$ cat config.mk
export PLATFORM = sky130hd
export DESIGN_NAME = sensor_poll_sequencer_flat
export DESIGN_NICKNAME = d
export VERILOG_FILES = /design/src/rtl/sensor_poll_sequencer_if.sv /design/src/rtl/sensor_poll_sequencer.sv /design/src/flat_wrapper.sv
export SDC_FILE = /design/constraint.sdc
export NUM_CORES = 1
export LEC_CHECK = 0
export BUFFER_PORTS_ARGS = -buffer_cell sky130_fd_sc_hd__buf_4
export CAP_MARGIN = 25
export CORE_MARGIN = 2
export CORE_UTILIZATION = 31
export CTS_CLUSTER_DIAMETER = 50
export DETAILED_ROUTE_END_ITERATION = 10
export SLEW_MARGIN = 5
export SYNTH_ARGS = -nofsm -noshare
export SYNTH_HDL_FRONTEND = slang
export SYNTH_SLANG_ARGS = --single-unit
$ cat constraint.sdc
create_clock -name clk -period 4.45 [get_ports clk]
set_clock_uncertainty 0.2 [all_clocks]
set_input_delay 1.335 -clock clk [delete_from_list [all_inputs] [get_ports clk]]
set_output_delay 1.335 -clock clk [all_outputs]
set_load 0.01 [all_outputs]
$ cat src/rtl/sensor_poll_sequencer_if.sv
// rtl/sensor_poll_sequencer_if.sv - single-byte read request/ack bus between the poll sequencer and the bus master
interface sensor_poll_sequencer_if;
    logic       rd_req_out;
    logic [7:0] rd_dev_out;
    logic [7:0] rd_reg_out;
    logic       rd_ack_in;
    logic [7:0] rd_data_in;

    modport master (
        output rd_req_out,
        output rd_dev_out,
        output rd_reg_out,
        input  rd_ack_in,
        input  rd_data_in
    );

    modport slave (
        input  rd_req_out,
        input  rd_dev_out,
        input  rd_reg_out,
        output rd_ack_in,
        output rd_data_in
    );
endinterface

$ cat src/rtl/sensor_poll_sequencer.sv
// rtl/sensor_poll_sequencer.sv - dt-paced 18-byte acc/gyro/mag poll with atomic nine-axis commit
// Optional read timeout enabled by defining SEQ_TIMEOUT_EN.
module sensor_poll_sequencer #(
    parameter int unsigned TICK_DIV     = 1000,
    parameter logic [7:0]  ACC_REG_BASE = 8'h28,
    parameter logic [7:0]  GYRO_REG_BASE = 8'h28,
    parameter logic [7:0]  MAG_REG_BASE = 8'h03,
    parameter int unsigned TIMEOUT      = 255
) (
    input  logic        clk,
    input  logic        rst,
    input  logic        configured_in,
    input  logic [7:0]  acc_add_in,
    input  logic [7:0]  gyro_add_in,
    input  logic [7:0]  mag_add_in,
    input  logic [7:0]  dt_in,
    sensor_poll_sequencer_if.master rd_bus,
    output logic [15:0] acc_x_out,
    output logic [15:0] acc_y_out,
    output logic [15:0] acc_z_out,
    output logic [15:0] gyro_x_out,
    output logic [15:0] gyro_y_out,
    output logic [15:0] gyro_z_out,
    output logic [15:0] mag_x_out,
    output logic [15:0] mag_y_out,
    output logic [15:0] mag_z_out,
    output logic        sample_valid_out,
    output logic        overrun_out,
    output logic        error_out
);

    typedef enum logic [1:0] {
        S_IDLE   = 2'd0,
        S_ISSUE  = 2'd1,
        S_GAP    = 2'd2,
        S_COMMIT = 2'd3
    } state_t;

    localparam logic [15:0] PRE_LAST = 16'(TICK_DIV - 1);

    state_t          r_state;
    state_t          w_next;
    logic [15:0]     r_pre;
    logic [7:0]      r_dt;
    logic [4:0]      r_idx;
    logic [7:0]      r_acc_dev;
    logic [7:0]      r_gyro_dev;
    logic [7:0]      r_mag_dev;
    logic [17:0][7:0] r_shadow;
    logic            r_overrun;
    logic            w_timeout;
    logic [4:0]      w_off;
    logic [7:0]      w_dev_sel;
    logic [7:0]      w_base;
    logic [7:0]      w_reg_sel;

    wire       w_run     = configured_in && (dt_in != 8'd0);
    wire       w_wrap    = w_run && (r_pre == PRE_LAST);
    wire [8:0] w_dt_next = {1'b0, r_dt} + 9'd1;
    // Live compare: lowering dt_in below the running count fires on the next wrap.
    wire       w_tick    = w_wrap && (w_dt_next >= {1'b0, dt_in});
    wire       w_ack     = (r_state == S_ISSUE) && rd_bus.rd_ack_in;
    wire       w_last    = (r_idx == 5'd17);
    wire       w_commit  = (r_state == S_GAP) && (w_next == S_COMMIT);

    always_ff @(posedge clk) begin
        if (rst || !w_run) begin
            r_pre <= 16'd0;
            r_dt  <= 8'd0;
        end else if (w_wrap) begin
            r_pre <= 16'd0;
            r_dt  <= w_tick ? 8'd0 : w_dt_next[7:0];
        end else begin
            r_pre <= r_pre + 16'd1;
        end
    end

`ifdef SEQ_TIMEOUT_EN
    localparam logic [15:0] TO_LAST = 16'(TIMEOUT - 1);
    logic [15:0] r_to_cnt;
    logic        r_error;

    assign w_timeout = (r_state == S_ISSUE) && !rd_bus.rd_ack_in && (r_to_cnt == TO_LAST);
    assign error_out = r_error;

    always_ff @(posedge clk) begin
        if (rst || (r_state != S_ISSUE)) begin
            r_to_cnt <= 16'd0;
        end else if (!w_timeout) begin
            r_to_cnt <= r_to_cnt + 16'd1;
        end
    end

    always_ff @(posedge clk) begin
        if (rst) begin
            r_error <= 1'b0;
        end else if (w_timeout) begin
            r_error <= 1'b1;
        end
    end
`else
    wire w_unused_timeout = (TIMEOUT == 0);
    assign w_timeout = 1'b0;
    assign error_out = 1'b0;
`endif

    always_ff @(posedge clk) begin
        if (rst) begin
            r_state <= S_IDLE;
        end else begin
            r_state <= w_next;
        end
    end

    // A dropped configured_in lets the outstanding read finish, then abandons the sample.
    always_comb begin
        w_next = r_state;
        case (r_state)
            S_IDLE: begin
                if (w_tick) w_next = S_ISSUE;
            end
            S_ISSUE: begin
                if (w_ack)          w_next = configured_in ? S_GAP : S_IDLE;
                else if (w_timeout) w_next = S_IDLE;
            end
            S_GAP: begin
                if (!configured_in) w_next = S_IDLE;
                else if (w_last)    w_next = S_COMMIT;
                else                w_next = S_ISSUE;
            end
            S_COMMIT: w_next = S_IDLE;
            default:  w_next = S_IDLE;
        endcase
    end

    always_comb begin
        w_off     = r_idx;
        w_dev_sel = r_acc_dev;
        w_base    = ACC_REG_BASE;
        if (r_idx < 5'd6) begin
            w_off     = r_idx;
            w_dev_sel = r_acc_dev;
            w_base    = ACC_REG_BASE;
        end else if (r_idx < 5'd12) begin
            w_off     = r_idx - 5'd6;
            w_dev_sel = r_gyro_dev;
            w_base    = GYRO_REG_BASE;
        end else begin
            w_off     = r_idx - 5'd12;
            w_dev_sel = r_mag_dev;
            w_base    = MAG_REG_BASE;
        end
        w_reg_sel = w_base + {3'd0, w_off};
    end

    always_comb begin
        rd_bus.rd_req_out = 1'b0;
        rd_bus.rd_dev_out = 8'd0;
        rd_bus.rd_reg_out = 8'd0;
        sample_valid_out  = 1'b0;
        case (r_state)
            S_ISSUE: begin
                rd_bus.rd_req_out = 1'b1;
                rd_bus.rd_dev_out = w_dev_sel;
                rd_bus.rd_reg_out = w_reg_sel;
            end
            S_COMMIT: sample_valid_out = 1'b1;
            default: ;
        endcase
    end

    always_ff @(posedge clk) begin
        if (rst) begin
            r_idx      <= 5'd0;
            r_acc_dev  <= 8'd0;
            r_gyro_dev <= 8'd0;
            r_mag_dev  <= 8'd0;
            r_shadow   <= '0;
            r_overrun  <= 1'b0;
        end else begin
            if ((r_state == S_IDLE) && w_tick) begin
                r_idx      <= 5'd0;
                r_acc_dev  <= acc_add_in;
                r_gyro_dev <= gyro_add_in;
                r_mag_dev  <= mag_add_in;
            end
            if (w_tick && (r_state != S_IDLE)) begin
                r_overrun <= 1'b1;
            end
            if (w_ack) begin
                r_shadow[r_idx] <= rd_bus.rd_data_in;
            end
            if ((r_state == S_GAP) && (w_next == S_ISSUE)) begin
                r_idx <= r_idx + 5'd1;
            end
        end
    end

    assign overrun_out = r_overrun;

    // Loaded on the GAP->COMMIT edge so the new words and the valid pulse share a cycle.
    always_ff @(posedge clk) begin
        if (rst) begin
            acc_x_out  <= 16'd0;
            acc_y_out  <= 16'd0;
            acc_z_out  <= 16'd0;
            gyro_x_out <= 16'd0;
            gyro_y_out <= 16'd0;
            gyro_z_out <= 16'd0;
            mag_x_out  <= 16'd0;
            mag_y_out  <= 16'd0;
            mag_z_out  <= 16'd0;
        end else if (w_commit) begin
            acc_x_out  <= {r_shadow[1],  r_shadow[0]};
            acc_y_out  <= {r_shadow[3],  r_shadow[2]};
            acc_z_out  <= {r_shadow[5],  r_shadow[4]};
            gyro_x_out <= {r_shadow[7],  r_shadow[6]};
            gyro_y_out <= {r_shadow[9],  r_shadow[8]};
            gyro_z_out <= {r_shadow[11], r_shadow[10]};
            mag_x_out  <= {r_shadow[13], r_shadow[12]};
            mag_y_out  <= {r_shadow[15], r_shadow[14]};
            mag_z_out  <= {r_shadow[17], r_shadow[16]};
        end
    end

endmodule

$ cat src/flat_wrapper.sv
// flat-port wrapper written by rule: the top's interface ports become plain ports
module sensor_poll_sequencer_flat 
#(
    parameter int unsigned TICK_DIV     = 1000,
    parameter logic [7:0]  ACC_REG_BASE = 8'h28,
    parameter logic [7:0]  GYRO_REG_BASE = 8'h28,
    parameter logic [7:0]  MAG_REG_BASE = 8'h03,
    parameter int unsigned TIMEOUT      = 255
)
  (clk, rst, configured_in, acc_add_in, gyro_add_in, mag_add_in, dt_in, acc_x_out, acc_y_out, acc_z_out, gyro_x_out, gyro_y_out, gyro_z_out, mag_x_out, mag_y_out, mag_z_out, sample_valid_out, overrun_out, error_out, rd_bus_rd_req_out, rd_bus_rd_dev_out, rd_bus_rd_reg_out, rd_bus_rd_ack_in, rd_bus_rd_data_in);
  sensor_poll_sequencer_if rd_bus_i ();
  input  logic clk;
  input  logic rst;
  input  logic configured_in;
  input  logic [7:0] acc_add_in;
  input  logic [7:0] gyro_add_in;
  input  logic [7:0] mag_add_in;
  input  logic [7:0] dt_in;
  output logic [15:0] acc_x_out;
  output logic [15:0] acc_y_out;
  output logic [15:0] acc_z_out;
  output logic [15:0] gyro_x_out;
  output logic [15:0] gyro_y_out;
  output logic [15:0] gyro_z_out;
  output logic [15:0] mag_x_out;
  output logic [15:0] mag_y_out;
  output logic [15:0] mag_z_out;
  output logic sample_valid_out;
  output logic overrun_out;
  output logic error_out;
  output wire logic [$bits(rd_bus_i.rd_req_out)-1:0] rd_bus_rd_req_out;
  output wire logic [$bits(rd_bus_i.rd_dev_out)-1:0] rd_bus_rd_dev_out;
  output wire logic [$bits(rd_bus_i.rd_reg_out)-1:0] rd_bus_rd_reg_out;
  input wire logic [$bits(rd_bus_i.rd_ack_in)-1:0] rd_bus_rd_ack_in;
  input wire logic [$bits(rd_bus_i.rd_data_in)-1:0] rd_bus_rd_data_in;
  assign rd_bus_rd_req_out = rd_bus_i.rd_req_out;
  assign rd_bus_rd_dev_out = rd_bus_i.rd_dev_out;
  assign rd_bus_rd_reg_out = rd_bus_i.rd_reg_out;
  assign rd_bus_i.rd_ack_in = rd_bus_rd_ack_in;
  assign rd_bus_i.rd_data_in = rd_bus_rd_data_in;
  sensor_poll_sequencer #(.TICK_DIV(TICK_DIV), .ACC_REG_BASE(ACC_REG_BASE), .GYRO_REG_BASE(GYRO_REG_BASE), .MAG_REG_BASE(MAG_REG_BASE), .TIMEOUT(TIMEOUT)) u_core (.clk(clk), .rst(rst), .configured_in(configured_in), .acc_add_in(acc_add_in), .gyro_add_in(gyro_add_in), .mag_add_in(mag_add_in), .dt_in(dt_in), .rd_bus(rd_bus_i), .acc_x_out(acc_x_out), .acc_y_out(acc_y_out), .acc_z_out(acc_z_out), .gyro_x_out(gyro_x_out), .gyro_y_out(gyro_y_out), .gyro_z_out(gyro_z_out), .mag_x_out(mag_x_out), .mag_y_out(mag_y_out), .mag_z_out(mag_z_out), .sample_valid_out(sample_valid_out), .overrun_out(overrun_out), .error_out(error_out));
endmodule
==> metrics, run 1 <==
HP Class=flop to flop; ys async rst share=0%; Distinct cells, synth=53; CTS clock-pin slew for the worst setup and hold paths=0.06 ns; first-pass GRT wire length=58.8 mm; Final HPWL DP=23.4 mm; Vias=11100; termination of the worst setup path=rd_bus_rd_reg_out[6]; setup slack after layout=0.168 ns; Place WS=0.716 ns; worst hold margin=0.245 ns; Critical Path End Type=primary output; GR Util met1=23.0%; core area=42200 sq um; Starting DRT DRC Count=649; Mapped Area=13300 sq um; CTS HTree Levels=2; Final GP Congestion=0.787; I/O pin cnt=208; fill cell count=4253; final core utilization=39.6%; pwr dens=398 nW/um^2; worst flop-to-flop path startpoint=u_core.r_dt[0]$_SDFFE_PP0P_; outcome=finished clean; Final min period=4.28 ns; Starting Density=31.6%; Die X=211 um; antenna viol nets, final=0; CTS Buffer Depth=3; Via density=4.81; PortBufs=205; Final period util=96.2%; largest net degree at the start of global routing=150; CP arrival=2.75 ns; post-CTS sizing=0; DRT Pass-1 Iters=5; Power, Total=6.67 mW; met3 usage=3.35%; Clk Latency, worst-skew pair=0.55 ns; Total Routing Usage GR=16.7%; Routed Wire Length=37.6 mm; gr ovfl total=0; DIE HEIGHT=211 um; Pins Over Slew Limit=0; highest clock rate=0.234 GHz; Max-slew headroom=35.5%; area leader, netlist=dfxtp_1; share of cells above drive strength 1=18.0%; postcts setup bufs=0; CP Launch Type=flop; kind of critical path=flop to primary output; clk sinks=344; Synth Register Bits=344; top cell type's share of synthesized area=51.6%; EDFF count, synth=0; register area share after synthesis=51.6%; multi-input logic area=5930 sq um; Max-cap violations=0; Lkg Pwr=6.48 nW; Worst R2R End=u_core.r_idx[2]$_SDFFE_PP0P_; maximum VDD drop=0.000239 V; worst slew pin tran=0.968 ns; Syn Area/Cell=8.46 sq um; Root Driver=clkbuf_16; Cells after Synth=1577; P&R area growth vs syn=25.4%; CP max FO=11; met2 GRT Util=26.8%; top cells by area, synth=dfxtp_1 52%, nand2_1 10%, mux2i_1 8.5%; grt peak-use layer=met2; Reg area=6890 sq um; final setup vio count=0; CTS buffer count=42; Top FF cell, synth=dfxtp_1; worst reg2reg path depth=11; die area=44700 sq um; Critical Path RT=2.91 ns; vias in the first global route=10700; setup TNS=0 ns; Synth warnings=0; initial antenna violation count=1; flop2flop setup slack=1.11 ns; row count=75; Worst Setup SP=u_core.r_idx[2]$_SDFFE_PP0P_; final hold vios=0; CTS tree=yes; RSZ-0062 raised after global routing=yes; WL/cell=16.3 um; cts hold-fix bufs=0; DRC Markers=0; diode count=0; Nets=1793
-- how the worst min path moves through the flow --
stage | start | to | slack (ns) | depth (start not counted)
floorplan | u_core.r_shadow[58]$_SDFFE_PP0P_ | u_core.gyro_x_out[10]$_SDFFE_PP0P_ | 0.23 | 2
global placement | u_core.r_shadow[121]$_SDFFE_PP0P_ | u_core.mag_y_out[9]$_SDFFE_PP0P_ | 0.24 | 2
detailed placement | u_core.r_shadow[37]$_SDFFE_PP0P_ | u_core.acc_z_out[5]$_SDFFE_PP0P_ | 0.24 | 2
CTS | u_core.r_shadow[81]$_SDFFE_PP0P_ | u_core.gyro_z_out[1]$_SDFFE_PP0P_ | 0.25 | 2
global route | u_core.r_shadow[4]$_SDFFE_PP0P_ | u_core.r_shadow[4]$_SDFFE_PP0P_ | 0.27 | 2
finish | u_core.r_shadow[81]$_SDFFE_PP0P_ | u_core.gyro_z_out[1]$_SDFFE_PP0P_ | 0.25 | 2
-- synth_stat cells, types with 10 or more instances --
master      n
a21oi_1   209
and3_1     10
buf_1      11
clkbuf_1  101
dfxtp_1   344
ha_1       21
inv_1      18
mux2i_1   113
nand2_1   358
nand3_1    78
nor2_1    158
nor3_1     11
o21ai_0    30
xnor2_1    22
-- cells by family (layout without fill, tap and decap cells) --
| group | after synthesis | after routing | share of synthesized area [%] |
|---|---|---|---|
| xor gates and xnor gates | 31 | 31 | 2.04 |
| AOI/OAI and AO/OA | 268 | 268 | 10.7 |
| adders and majority gates | 21 | 21 | 1.97 |
| muxes | 113 | 113 | 8.48 |
| other | 1 | 2 | 0.0281 |
| DFF | 344 | 344 | 51.6 |
| and+or+nand+nor | 661 | 661 | 20.9 |
| buffers and inverters | 138 | 321 | 4.17 |
-- layer usage --
layer	up-vias	part of all wire (%)	wire length (um)
met3	49	5.4	2020
met5	-	0	0
met2	262	45	17100
met1	5215	48	17900
li1	5535	-	-
met4	0	1.6	587
-- where the power goes --
group / total [mW] / internal, mW / switching [mW]
clock network: 3.44 / 2.07 / 1.37
registers: 3.08 / 3.08 / 0.00114
logic: 0.143 / 0.0371 / 0.106
total: 6.67 / 5.19 / 1.48
-- flip-flops by register name, summed over array words and instances (netlist names) --
register / cells
u_core.acc_x_out: 16
u_core.acc_y_out: 16
u_core.acc_z_out: 16
u_core.gyro_x_out: 16
u_core.gyro_y_out: 16
u_core.gyro_z_out: 16
u_core.mag_x_out: 16
u_core.mag_y_out: 16
u_core.mag_z_out: 16
u_core.overrun_out: 1
u_core.r_acc_dev: 8
u_core.r_dt: 8
u_core.r_gyro_dev: 8
u_core.r_idx: 5
u_core.r_mag_dev: 8
u_core.r_pre: 16
u_core.r_shadow: 144
u_core.r_state: 2
-- through the flow --
step,area (sq um),std cells
floorplan,13300,1578
global placement,15300,2223
detailed placement,15300,2223
CTS,16700,2300
global route,16700,2300
finish,16700,2300
-- cell usage in the layout (no fill, tap or decap), types with 3 or more instances in the layout --
cell type,count
bufinv_16,3
a21oi_1,209
clkbuf_16,43
and3_1,10
o21ai_1,4
or3_1,4
or4_4,3
xor2_1,9
buf_12,5
and2_1,4
inv_6,3
inv_1,18
buf_4,220
nand2_1,358
o21ai_0,28
ha_1,21
nor2_2,5
dfxtp_1,344
clkbuf_8,6
xnor2_1,22
nor3_1,9
clkinv_2,3
nor2b_1,3
a21o_1,3
nand2b_1,4
clkbuf_1,9
nand4_1,5
a311oi_1,8
nand3_1,78
nor2_1,157
mux2i_1,113
clkinvlp_4,7
nor3_2,4
-- critical path, stage by stage, from the launching register on --
cell and delay [ns]:
dfxtp_1 0.31, buf_4 0.17, ha_1 0.25, or3_1 0.41
xnor2_1 0.16, ha_1 0.19, a21oi_1 0.20, o21bai_1 0.14
and4_1 0.24, buf_4 0.14
-- layout make-up --
cell class	instances	share of cell area, %
tap	539	4.03
sequential	344	41.2
inverter	18	0.404
clock inverter	19	1.29
clock buffer	58	7.13
multi-input combinational	1096	35.4
timing repair buffer	226	10.6
Power figures use the tool's default switching activity.
==> run 2, diff against run 1 <==
--- a/config.mk
+++ b/config.mk
@@ -11,6 +11,7 @@
 export CORE_UTILIZATION = 31
 export CTS_CLUSTER_DIAMETER = 50
 export DETAILED_ROUTE_END_ITERATION = 10
+export MAX_ROUTING_LAYER = met4
 export SLEW_MARGIN = 5
 export SYNTH_ARGS = -nofsm -noshare
 export SYNTH_HDL_FRONTEND = slang
==> metrics, run 2 (synthesized netlist as in run 1, its figures left out) <==
WL met2=17.1 mm (+0.16%); worst flop-to-flop path startpoint=u_core.r_dt[0]$_SDFFE_PP0P_; # placed instances=2223 (unchanged); Final HPWL DP=23.4 mm (unchanged); Total Routing Usage GR=17.2% (+0.50 points); most common cell after layout, fill and taps aside=nand2_1; CTS buffer count=42 (unchanged); DIE HEIGHT=211 um (unchanged); Cell Int Power=5.19 mW (about the same); Critical Path RT=2.91 ns (about the same); Comb pwr share=2.2% (about the same); PortBufs=205 (unchanged); CTS Buffer Depth=3 (unchanged); largest net degree at the start of global routing=150 (unchanged); Die X=211 um (unchanged); DRC Markers=0 (unchanged); commonest cells after routing, fill and taps aside=358 x nand2_1, 344 x dfxtp_1, 220 x buf_4; worst hold margin=0.246 ns (+0.000163 ns); clk sinks=344 (unchanged); CP Launch Type=flop; Placed Area=15300 sq um (unchanged); Final min period=4.28 ns (-0.00186 ns); Final GP Congestion=0.798 (+1.4%); Nets=1793 (unchanged); HP Class=flop to flop; DRT Pass-1 Iters=5 (unchanged); Root Driver=clkbuf_16; worst reg2reg path depth=11 (unchanged); share of cells above drive strength 1=18.0% (unchanged); Final period util=96.2% (about the same); CP max FO=6 (-5); highest clock rate=0.234 GHz (about the same); Critical Path End Type=primary output; Top Layer Used=met4; gr ovfl total=0 (unchanged); antenna viol nets, final=0 (unchanged); Pins Over Slew Limit=0 (unchanged); final non-filler cell total=2300 (unchanged); setup TNS=0 ns (unchanged); met1 WL=17.9 mm (-0.22%); CTS tree=yes; die area=44700 sq um (unchanged); Lkg Pwr=6.48 nW (unchanged); diode count=0 (unchanged); vias in the first global route=10600 (-0.19%); I/O pin cnt=208 (unchanged); kind of critical path=flop to primary output; Via density=4.81 (about the same); met3 WL=1.99 mm (-1.4%); pwr dens=398 nW/um^2 (about the same); P&R area growth vs syn=25.4% (unchanged); first-pass GRT wire length=58.8 mm (about the same); Sw Pwr=1.48 mW (+0.11%); Routed Wire Length=37.5 mm (-0.14%); flop2flop setup slack=1.10 ns (about the same); sw frac=22.2% (about the same); outcome=finished clean; worst slew pin tran=0.975 ns (+0.00711 ns); Max-cap violations=0 (unchanged); clock network fraction of design power=51.6% (about the same); final setup vio count=0 (unchanged); core area=42200 sq um (unchanged); Max-slew headroom=35.0% (-0.47 points); Flop pwr share=46.2% (about the same); Starting Density=31.6% (unchanged); initial antenna violation count=1 (unchanged); termination of the worst setup path=rd_bus_rd_reg_out[5]; maximum VDD drop=0.000239 V (about the same); CP arrival=2.74 ns (about the same); CTS clock-pin slew for the worst setup and hold paths=0.06 ns (about the same); max reg flops=144 (unchanged); Worst R2R End=u_core.r_idx[2]$_SDFFE_PP0P_; CTS HTree Levels=2 (unchanged); Final Cell Area=16700 sq um (unchanged); RSZ-0062 raised after global routing=yes; Clk Latency, worst-skew pair=0.55 ns (about the same); Worst Setup SP=u_core.r_idx[3]$_SDFFE_PP0P_; WL/cell=16.3 um (-0.14%); Reg with most FFs=u_core.r_shadow; Starting DRT DRC Count=623 (-4.0%); cts hold-fix bufs=0 (unchanged); row count=75 (unchanged); final hold vios=0 (unchanged); Vias=11100 (-0.063%)
==> run 2: cell counts in the layout (fill, tap and decap cells not counted) <==
No cell type changed its count.
==> run 2: worst min path at each step <==
| stage | from | to | slack [ns] | depth (start not counted) |
|---|---|---|---|---|
| 2_1_floorplan | u_core.r_shadow[58]$_SDFFE_PP0P_ | u_core.gyro_x_out[10]$_SDFFE_PP0P_ | 0.23 | 2 |
| 3_3_place_gp | u_core.r_shadow[121]$_SDFFE_PP0P_ | u_core.mag_y_out[9]$_SDFFE_PP0P_ | 0.24 | 2 |
| 3_5_place_dp | u_core.r_shadow[37]$_SDFFE_PP0P_ | u_core.acc_z_out[5]$_SDFFE_PP0P_ | 0.24 | 2 |
| 4_1_cts | u_core.r_shadow[81]$_SDFFE_PP0P_ | u_core.gyro_z_out[1]$_SDFFE_PP0P_ | 0.25 | 2 |
| 5_1_grt | u_core.r_shadow[4]$_SDFFE_PP0P_ | u_core.r_shadow[4]$_SDFFE_PP0P_ | 0.27 | 2 |
| 6_report | u_core.r_shadow[81]$_SDFFE_PP0P_ | u_core.gyro_z_out[1]$_SDFFE_PP0P_ | 0.25 | 2 |
==> run 2: layer usage <==
layer  track usage [%]  vias up
met5                 -        -
met4              4.15        0
met3              3.28       51
met2              26.7      260
met1              23.1     5207
li1                  -     5536
==> run 2: power groups by stage <==
stage	Clock [mW]	Sequential (mW)	Combinational, mW
floorplan	0	3.15	0.0735
global placement	0	3.15	0.145
detailed placement	0	3.15	0.147
CTS	3.53	3.08	0.148
global route	3.66	3.08	0.156
finish	3.44	3.08	0.143
==> run 2: final cells by class <==
class	instances	area, sq um
fill	4253	25500
timing repair buffer	226	1770
clock buffer	58	1190
sequential	344	6890
clock inverter	19	215
multi-input combinational	1096	5930
inverter	18	67.6
tap	539	674
==> run 2: per-stage QoR <==
stage	utilization, %	power, mW	setup WS (ns)
after floorplan	-	3.22	0.655
after global placement	36.3	3.29	0.696
after detailed placement	36.3	3.30	0.716
after CTS	39.6	6.76	0.0903
after global routing	39.6	6.90	-0.0139
final	39.6	6.67	0.170
==> run 2: worst max-delay path: stages, from the launching register on <==
cell	delay [ns]
dfxtp_1	0.33
inv_1	0.11
ha_1	0.32
a22oi_1	0.22
o21ai_1	0.10
ha_1	0.31
o311ai_1	0.13
a21oi_1	0.08
o21ai_1	0.18
mux2i_1	0.26
buf_4	0.16
==> run 2: timing repair <==
action / in CTS / in global routing
buffers inserted: 0 / 0
gates resized for setup: 0 / 3
endpoints found under the setup margin: 0 / 3
